$ cat src/rtl/div_seq.sv
// Multi-cycle radix-2 restoring DIV/DIVU sequencer returning {rem, quo}.
// Optional DIV_EARLY_EXIT_EN skips the loop when |dividend| < |divisor|.
module div_seq #(
  parameter int WIDTH = 32
) (
  input  logic               clk,
  input  logic               rst,
  input  logic               start,
  input  logic               signed_div,
  input  logic [WIDTH-1:0]   opdata1,
  input  logic [WIDTH-1:0]   opdata2,
  input  logic               annul,
  output logic [2*WIDTH-1:0] result,
  output logic               ready,
  output logic               stall
);

  localparam int CW = (WIDTH > 1) ? $clog2(WIDTH) : 1;
  localparam logic [WIDTH-1:0] ONE = WIDTH'(1);
  localparam logic [CW-1:0] LAST = CW'(WIDTH - 1);

  typedef enum logic [1:0] {
    IDLE,
    CALC,
    FIX,
    DONE
  } state_t;

  state_t state, state_nx;

  logic [CW-1:0]    cnt;
  logic [WIDTH-1:0] dvd;
  logic [WIDTH-1:0] dvs;
  logic [WIDTH-1:0] rem;
  logic             sq;
  logic             sr;

  logic             neg_a;
  logic             neg_b;
  logic [WIDTH-1:0] abs_a;
  logic [WIDTH-1:0] abs_b;
  logic [WIDTH:0]   trial;
  logic [WIDTH:0]   diff;
  logic             take;
  logic             accept;
  logic             dz;
  logic             early;
  logic [WIDTH-1:0] q_fix;
  logic [WIDTH-1:0] r_fix;

  // operand magnitudes, trial subtraction and sign fix-up
  always_comb begin
    neg_a  = signed_div & opdata1[WIDTH-1];
    neg_b  = signed_div & opdata2[WIDTH-1];
    abs_a  = neg_a ? (~opdata1 + ONE) : opdata1;
    abs_b  = neg_b ? (~opdata2 + ONE) : opdata2;
    trial  = {rem, dvd[WIDTH-1]};
    diff   = trial - {1'b0, dvs};
    take   = ~diff[WIDTH];
    accept = (state == IDLE) & start & ~annul;
    dz     = (opdata2 == '0);
`ifdef DIV_EARLY_EXIT_EN
    early  = ~dz & (abs_a < abs_b);
`else
    early  = 1'b0;
`endif
    q_fix  = sq ? (~dvd + ONE) : dvd;
    r_fix  = sr ? (~rem + ONE) : rem;
  end

  // state register
  always_ff @(posedge clk or negedge rst) begin
    if (!rst) state <= IDLE;
    else      state <= state_nx;
  end

  // next state, stall and ready
  always_comb begin
    state_nx = state;
    stall    = 1'b0;
    ready    = 1'b0;
    unique case (state)
      IDLE: begin
        if (accept) begin
          stall    = 1'b1;
          state_nx = (dz | early) ? DONE : CALC;
        end
      end
      CALC: begin
        if (annul) begin
          state_nx = IDLE;
        end else begin
          stall = 1'b1;
          if (cnt == LAST) state_nx = FIX;
        end
      end
      FIX: begin
        if (annul) begin
          state_nx = IDLE;
        end else begin
          stall    = 1'b1;
          state_nx = DONE;
        end
      end
      DONE: begin
        state_nx = IDLE;
        ready    = ~annul;
      end
      default: state_nx = IDLE;
    endcase
  end

  // operand capture, iteration datapath and result load
  always_ff @(posedge clk or negedge rst) begin
    if (!rst) begin
      cnt    <= '0;
      dvd    <= '0;
      dvs    <= '0;
      rem    <= '0;
      sq     <= 1'b0;
      sr     <= 1'b0;
      result <= '0;
    end else if (accept) begin
      cnt <= '0;
      dvd <= abs_a;
      dvs <= abs_b;
      rem <= '0;
      sq  <= signed_div & (opdata1[WIDTH-1] ^ opdata2[WIDTH-1]);
      sr  <= signed_div & opdata1[WIDTH-1];
      if (dz)
        result <= {opdata1, {WIDTH{1'b1}}};
      else if (early)
        result <= {opdata1, {WIDTH{1'b0}}};
    end else if (state == CALC && !annul) begin
      dvd <= {dvd[WIDTH-2:0], take};
      rem <= take ? diff[WIDTH-1:0] : trial[WIDTH-1:0];
      cnt <= cnt + CW'(1);
    end else if (state == FIX && !annul) begin
      result <= {r_fix, q_fix};
    end
  end

endmodule

$ cat config.mk
export PLATFORM = sky130hd
export DESIGN_NAME = div_seq
export DESIGN_NICKNAME = d
export VERILOG_FILES = /design/src/rtl/div_seq.sv
export SDC_FILE = /design/constraint.sdc
export NUM_CORES = 1
export LEC_CHECK = 0
export CORE_ASPECT_RATIO = 0.8
export CORE_MARGIN = 4
export CORE_UTILIZATION = 55
export DETAILED_ROUTE_END_ITERATION = 16
export PLACE_DENSITY = 0.79
export REMOVE_ABC_BUFFERS = 1
export SYNTH_ARGS = -nofsm -noshare
export SYNTH_HDL_FRONTEND = slang
export SYNTH_SLANG_ARGS = --single-unit
$ cat constraint.sdc
create_clock -name clk -period 4.5 [get_ports clk]
set_clock_uncertainty 0.1 [all_clocks]
set_input_delay 0.675 -clock clk [delete_from_list [all_inputs] [get_ports clk]]
set_output_delay 0.675 -clock clk [all_outputs]
set_load 0.02 [all_outputs]
# After elaboration in Yosys (flattened, before gate mapping)
# Cells that the tools add are included.
[word_totals] word_cells=69 in_bits=69 output_inout_bits=66 regBits=169
[classes] n_eq_ne=8 addsub=6 bitwise_logic=12 n_mux=25 n_reduce_logical=10
[op_table] cell="$mux 32" n=9
[op_table] cell="$mux 64" n=4
[op_table] cell="$add 32x1->32 const B" n=4
[op_table] cell="$not 32->32" n=4
[op_table] cell="$sub 33x32->33" n=1
[op_table] cell="$logic_not 32->1" n=1
[op_table] cell="$mux 2" n=5
[op_table] cell="$mux 5" n=2
[op_table] cell="$pmux 2 s4" n=1
[op_table] cell="$add 5x1->5 const B" n=1
[op_table] cell="$and 1x1->1" n=5
[op_table] cell="$eq 5x5->1 const B" n=1
[op_table] cell="$eq 2x2->1 const B" n=2
[op_table] cell="$ne 2x2->1 const B" n=2
[op_table] cell="$reduce_bool 2->1" n=2
[op_table] cell="$mux 1" n=3
[op_table] cell="$ne 3x3->1 const B" n=1
[op_table] cell="$reduce_and 3->1" n=1
[op_table] cell="$eq 2x1->1 const B" n=1
[op_table] cell="$logic_and 1x1->1" n=2
[op_table] cell="$logic_not 2->1" n=1
[op_table] cell="$ne 2x1->1 const B" n=1
[op_table] cell="$not 1->1" n=2
[op_table] cell="$pmux 1 s2" n=1
[op_table] cell="other kinds (4)" n=4

# Longest topological paths before layout
[logic_depth] ltp_word=6 depth_mapped=14 ltp_nobuf=12

# Worst setup path after synthesis
# Ideal clock, no wire load.
[synth_timing] path_kind="reg-to-reg" startpoint="reg dvd[31]" endpoint="reg rem[23]" arrival_time_ns=2.935 slack_ns=1.341 required_ns=4.276 path_stages_with_launch=15 n_path_buf=2 cell_sequence="dfrtp_1 inv_1 ha_1 fa_1 nand2b_1 a21oi_1 o2111ai_1 a21oi_1 a21oi_1 o311a_1 clkbuf_1 buf_2 nand3_1 mux2i_1 a211o_1"
[synth_via] elab_chain_cells=4
[synth_lines] item="start: declaration" line_no="32" source="logic [WIDTH-1:0] dvd;"
[synth_lines] item="start signal: assignment" line_no="125" source="dvd <= abs_a;"
[synth_lines] item="start signal: assignment" line_no="135" source="dvd <= {dvd[WIDTH-2:0], take};"
[synth_lines] item="$sub 33x32->33" line_no="58" source="diff = trial - {1'b0, dvs};"
[synth_lines] item="$mux 32" line_no="136" source="rem <= take ? diff[WIDTH-1:0] : trial[WIDTH-1:0];"
[synth_lines] item="$mux 32" line_no="134" source="end else if (state == CALC && !annul) begin"
[synth_lines] item="$mux 32" line_no="123" source="end else if (accept) begin"
[synth_lines] item="end signal: assignment" line_no="136"
[synth_lines] item="end: declaration" line_no="34" source="logic [WIDTH-1:0] rem;"
# Every way passes these cells. The select of a mux whose other input is x is not followed.
# A chain may end at the register's enable or synchronous reset.

# Worst setup path in the final report
[layout_timing] startpoint="reg rem[4]" endpoint="reg rem[9]"
[layout_via] elab_chain_cells=4
[layout_lines] item="$sub 33x32->33" line_no="58"
[layout_lines] item="$mux 32" line_no="136"
[layout_lines] item="$mux 32" line_no="134"
[layout_lines] item="$mux 32" line_no="123"
# Every way passes these cells. The select of a mux whose other input is x is not followed.

==> summary.txt <==
Clocking
  • H-tree depth: 4
  • Cts bufs inserted: 17
  • CTS hold repair buffers: 0
  • TritonCTS Sinks: 169
  • Post-CTS Setup Bufs: 0
  • Root Buffer Master: clkbuf_16
  • Clk_lat worst skew: 0.44 ns
  • Reg clk slew, reported paths: 0.08 ns
  • CTS tree: built
  • Bufs on Longest Clock Path: 2
  • Post-CTS resize count: 0

Pwr
  • Final total power: 7.98 mW
  • Comb pwr share: 0.484
  • Sw power: 3.52 mW
  • Reg power frac: 0.331
  • Power density over the cells: 590 nW/um^2
  • Int Pwr: 4.46 mW
  • Clock share of power: 0.185
  • Sw frac: 0.441
  • Lkg Pwr: 6.09 nW
  • Maximum vdd drop: 372 uV

STA
  • Worst Tran Pin Value: 1.03 ns
  • Fin crit share: 0.873
  • Final setup fails: 0
  • Max Fclk: 254 MHz
  • Hold Slack: 0.231 ns
  • Max-slew headroom at the worst pin: 0.316
  • Final worst setup slack: 0.570 ns
  • Max-slew violations: 0
  • Final Hold Vio Count: 0
  • Period minus WS final: 3.93 ns
  • Setup TNS: 0 ns
  • RSZ-0062 raised after global routing: no

Drt
  • Number of DRC markers in iteration 0: 841
  • WL final: 29,900 um
  • Routed len/inst: 17.2 um
  • Residual DRC: 0
  • Initial DRT Pass Iterations: 7
  • Vias per cell: 5.84
  • DR vias: 10,200
  • Final ANT Viol Nets: 0

Final layout
  • Design area: 13,500 sq um
  • Most frequent cells in the layout: nand2_1 (180), dfrtp_1 (169), o21ai_0 (156)
  • Area growth syn-to-layout: 18.0%
  • Share of cells above drive strength 1: 0.0475
  • Diodes inserted: 0
  • Nets: 1,573
  • Commonest non-fill, non-tap cell in the layout: nand2_1
  • Finished Layout Cells: 1,737
  • Util after Layout: 0.671

Global routing
  • Congestion Overflow GR: 0
  • First-pass GRT wire length: 48,800 um
  • Antenna violations before repair: 0
  • Overall global routing resource usage: 0.261
  • Vias in the first global route: 9,444
  • Largest net degree at the start of global routing: 108

Floorplan
  • DIE AREA: 23,200 sq um
  • Die Y: 137 um
  • DIE WIDTH: 169 um
  • I/O pins: 135
  • Initial cell density of the core: 0.569
  • Site row count: 46
  • Core area: 20,100 sq um

Synthesis
  • Sequential cell area fraction in the yosys report: 0.369
  • Ys Warns: 0
  • Synthesized cell area: 11,500 sq um
  • Most common flop cell mapped by yosys: dfrtp_1
  • Synthesized area per cell: 8.37 sq um
  • Yosys top cell area share: 0.369
  • Top cells by area, synth: dfrtp_1 (37%), o21ai_0 (6.8%), xor2_1 (6.2%)
  • Mapped Cells: 1,370
  • Synthesis-stage register bit count: 169
  • Asr flop ratio synth: 1.00
  • Synth unique cells: 70
  • Largest area contributor in the netlist: dfrtp_1
  • Post-synth EDFFs: 0

Place
  • Placed Cells: 1,705
  • Placement Setup Slack: 0.548 ns
  • # port buffers: 134
  • Hpwl dp: 22,000 um
  • Dpl cell area: 12,900 sq um
  • Final Wtd Congestion: 0.955

Worst setup path
  • Cells along the critical path: ha_1 > a21o_1 > a211o_1 > o2111ai_1 > a21oi_1 > a21oi_1 > o311a_2 > buf_4 > mux2i_1 > o21ai_0
  • CP bufs+invs: 1
  • Max incr delay on CP: 0.76 ns
  • Critical Path RT: 4.68 ns
  • CP arrival: 4.11 ns
  • CP Capture Type: register
  • Crit-path leading delay family: compound AO/OA/AOI/OAI gates
  • Startpoint types: register
  • Largest fanout on the critical path: 32
  • CP Class: register to register
  • CP max-delay cell: o311a_2
  • Crit path top cell by count: a21oi_1

Run status
  • Status: complete, no violations

Run
  • Max-cap viol count: 0

Worst hold path
  • Worst hold path type: input pin to async pin
## logic make-up after synthesis
| family | Yosys count | synth area share |
|---|---|---|
| AO/OA/AOI/OAI | 425 | 0.224 |
| flip-flops | 169 | 0.369 |
| buffers and inverters | 131 | 0.0508 |
| AND/OR/NAND/NOR | 428 | 0.172 |
| adder cells (fa/ha/maj) | 44 | 0.0487 |
| multiplexers | 28 | 0.0246 |
| XOR/XNOR | 145 | 0.111 |
## state kept, by name, summed over array words and instances (netlist names)
signal and count:
result 64, dvd 32, dvs 32, rem 32, cnt 5, state 2
sq 1, sr 1
## final cells by class
class / instances / area, sq um
Timing Repair Buffer: 148 / 1470
Clock inverter: 15 / 178
Multi-Input combinational cell: 1070 / 6690
Fill cell: 1691 / 6620
Inverter: 54 / 203
Sequential cell: 169 / 4230
Tap cell: 264 / 330
Clock buffer: 17 / 425
## power groups by stage
stage | sequential, mW | clock (mW) | combinational, mW
after floorplan | 2.84 | 0 | 2.21
after global placement | 2.64 | 0 | 3.73
after detailed placement | 2.66 | 0 | 3.82
after CTS | 2.64 | 1.50 | 3.86
after global routing | 2.74 | 1.56 | 4.26
final | 2.64 | 1.48 | 3.86
## path summary, 6_finish.rpt
kind                                  from          to  slack [ns]  cells after the start
worst min register to register  result[59]  result[59]        0.38                      2
worst max-delay path                rem[4]      rem[9]        0.57                     10
worst max register to register      rem[4]      rem[9]        0.57                     10
max in group asynchronous              rst     dvs[13]        3.00                      2
worst min-delay path                   rst      dvd[4]        0.23                      1
min in group clk                result[59]  result[59]        0.38                      2
## synth_stat cells, types with 27 or more instances
cell type / n
a21o_1: 31
a21oi_1: 114
a22oi_1: 28
clkbuf_1: 56
dfrtp_1: 169
ha_1: 43
inv_1: 54
mux2i_1: 27
nand2_1: 181
nor2_1: 117
o21ai_0: 156
xnor2_1: 64
xor2_1: 81
## layer usage
layer / up-vias / global-route usage / part of all wire
li1: 5019 / - / -
met1: 4765 / 0.369 / 0.46
met2: 329 / 0.421 / 0.45
met3: 37 / 0.0398 / 0.065
met4: 0 / 0.0706 / 0.017
met5: - / 0 / 0
Note: power is estimated with default switching activity, not from simulation.
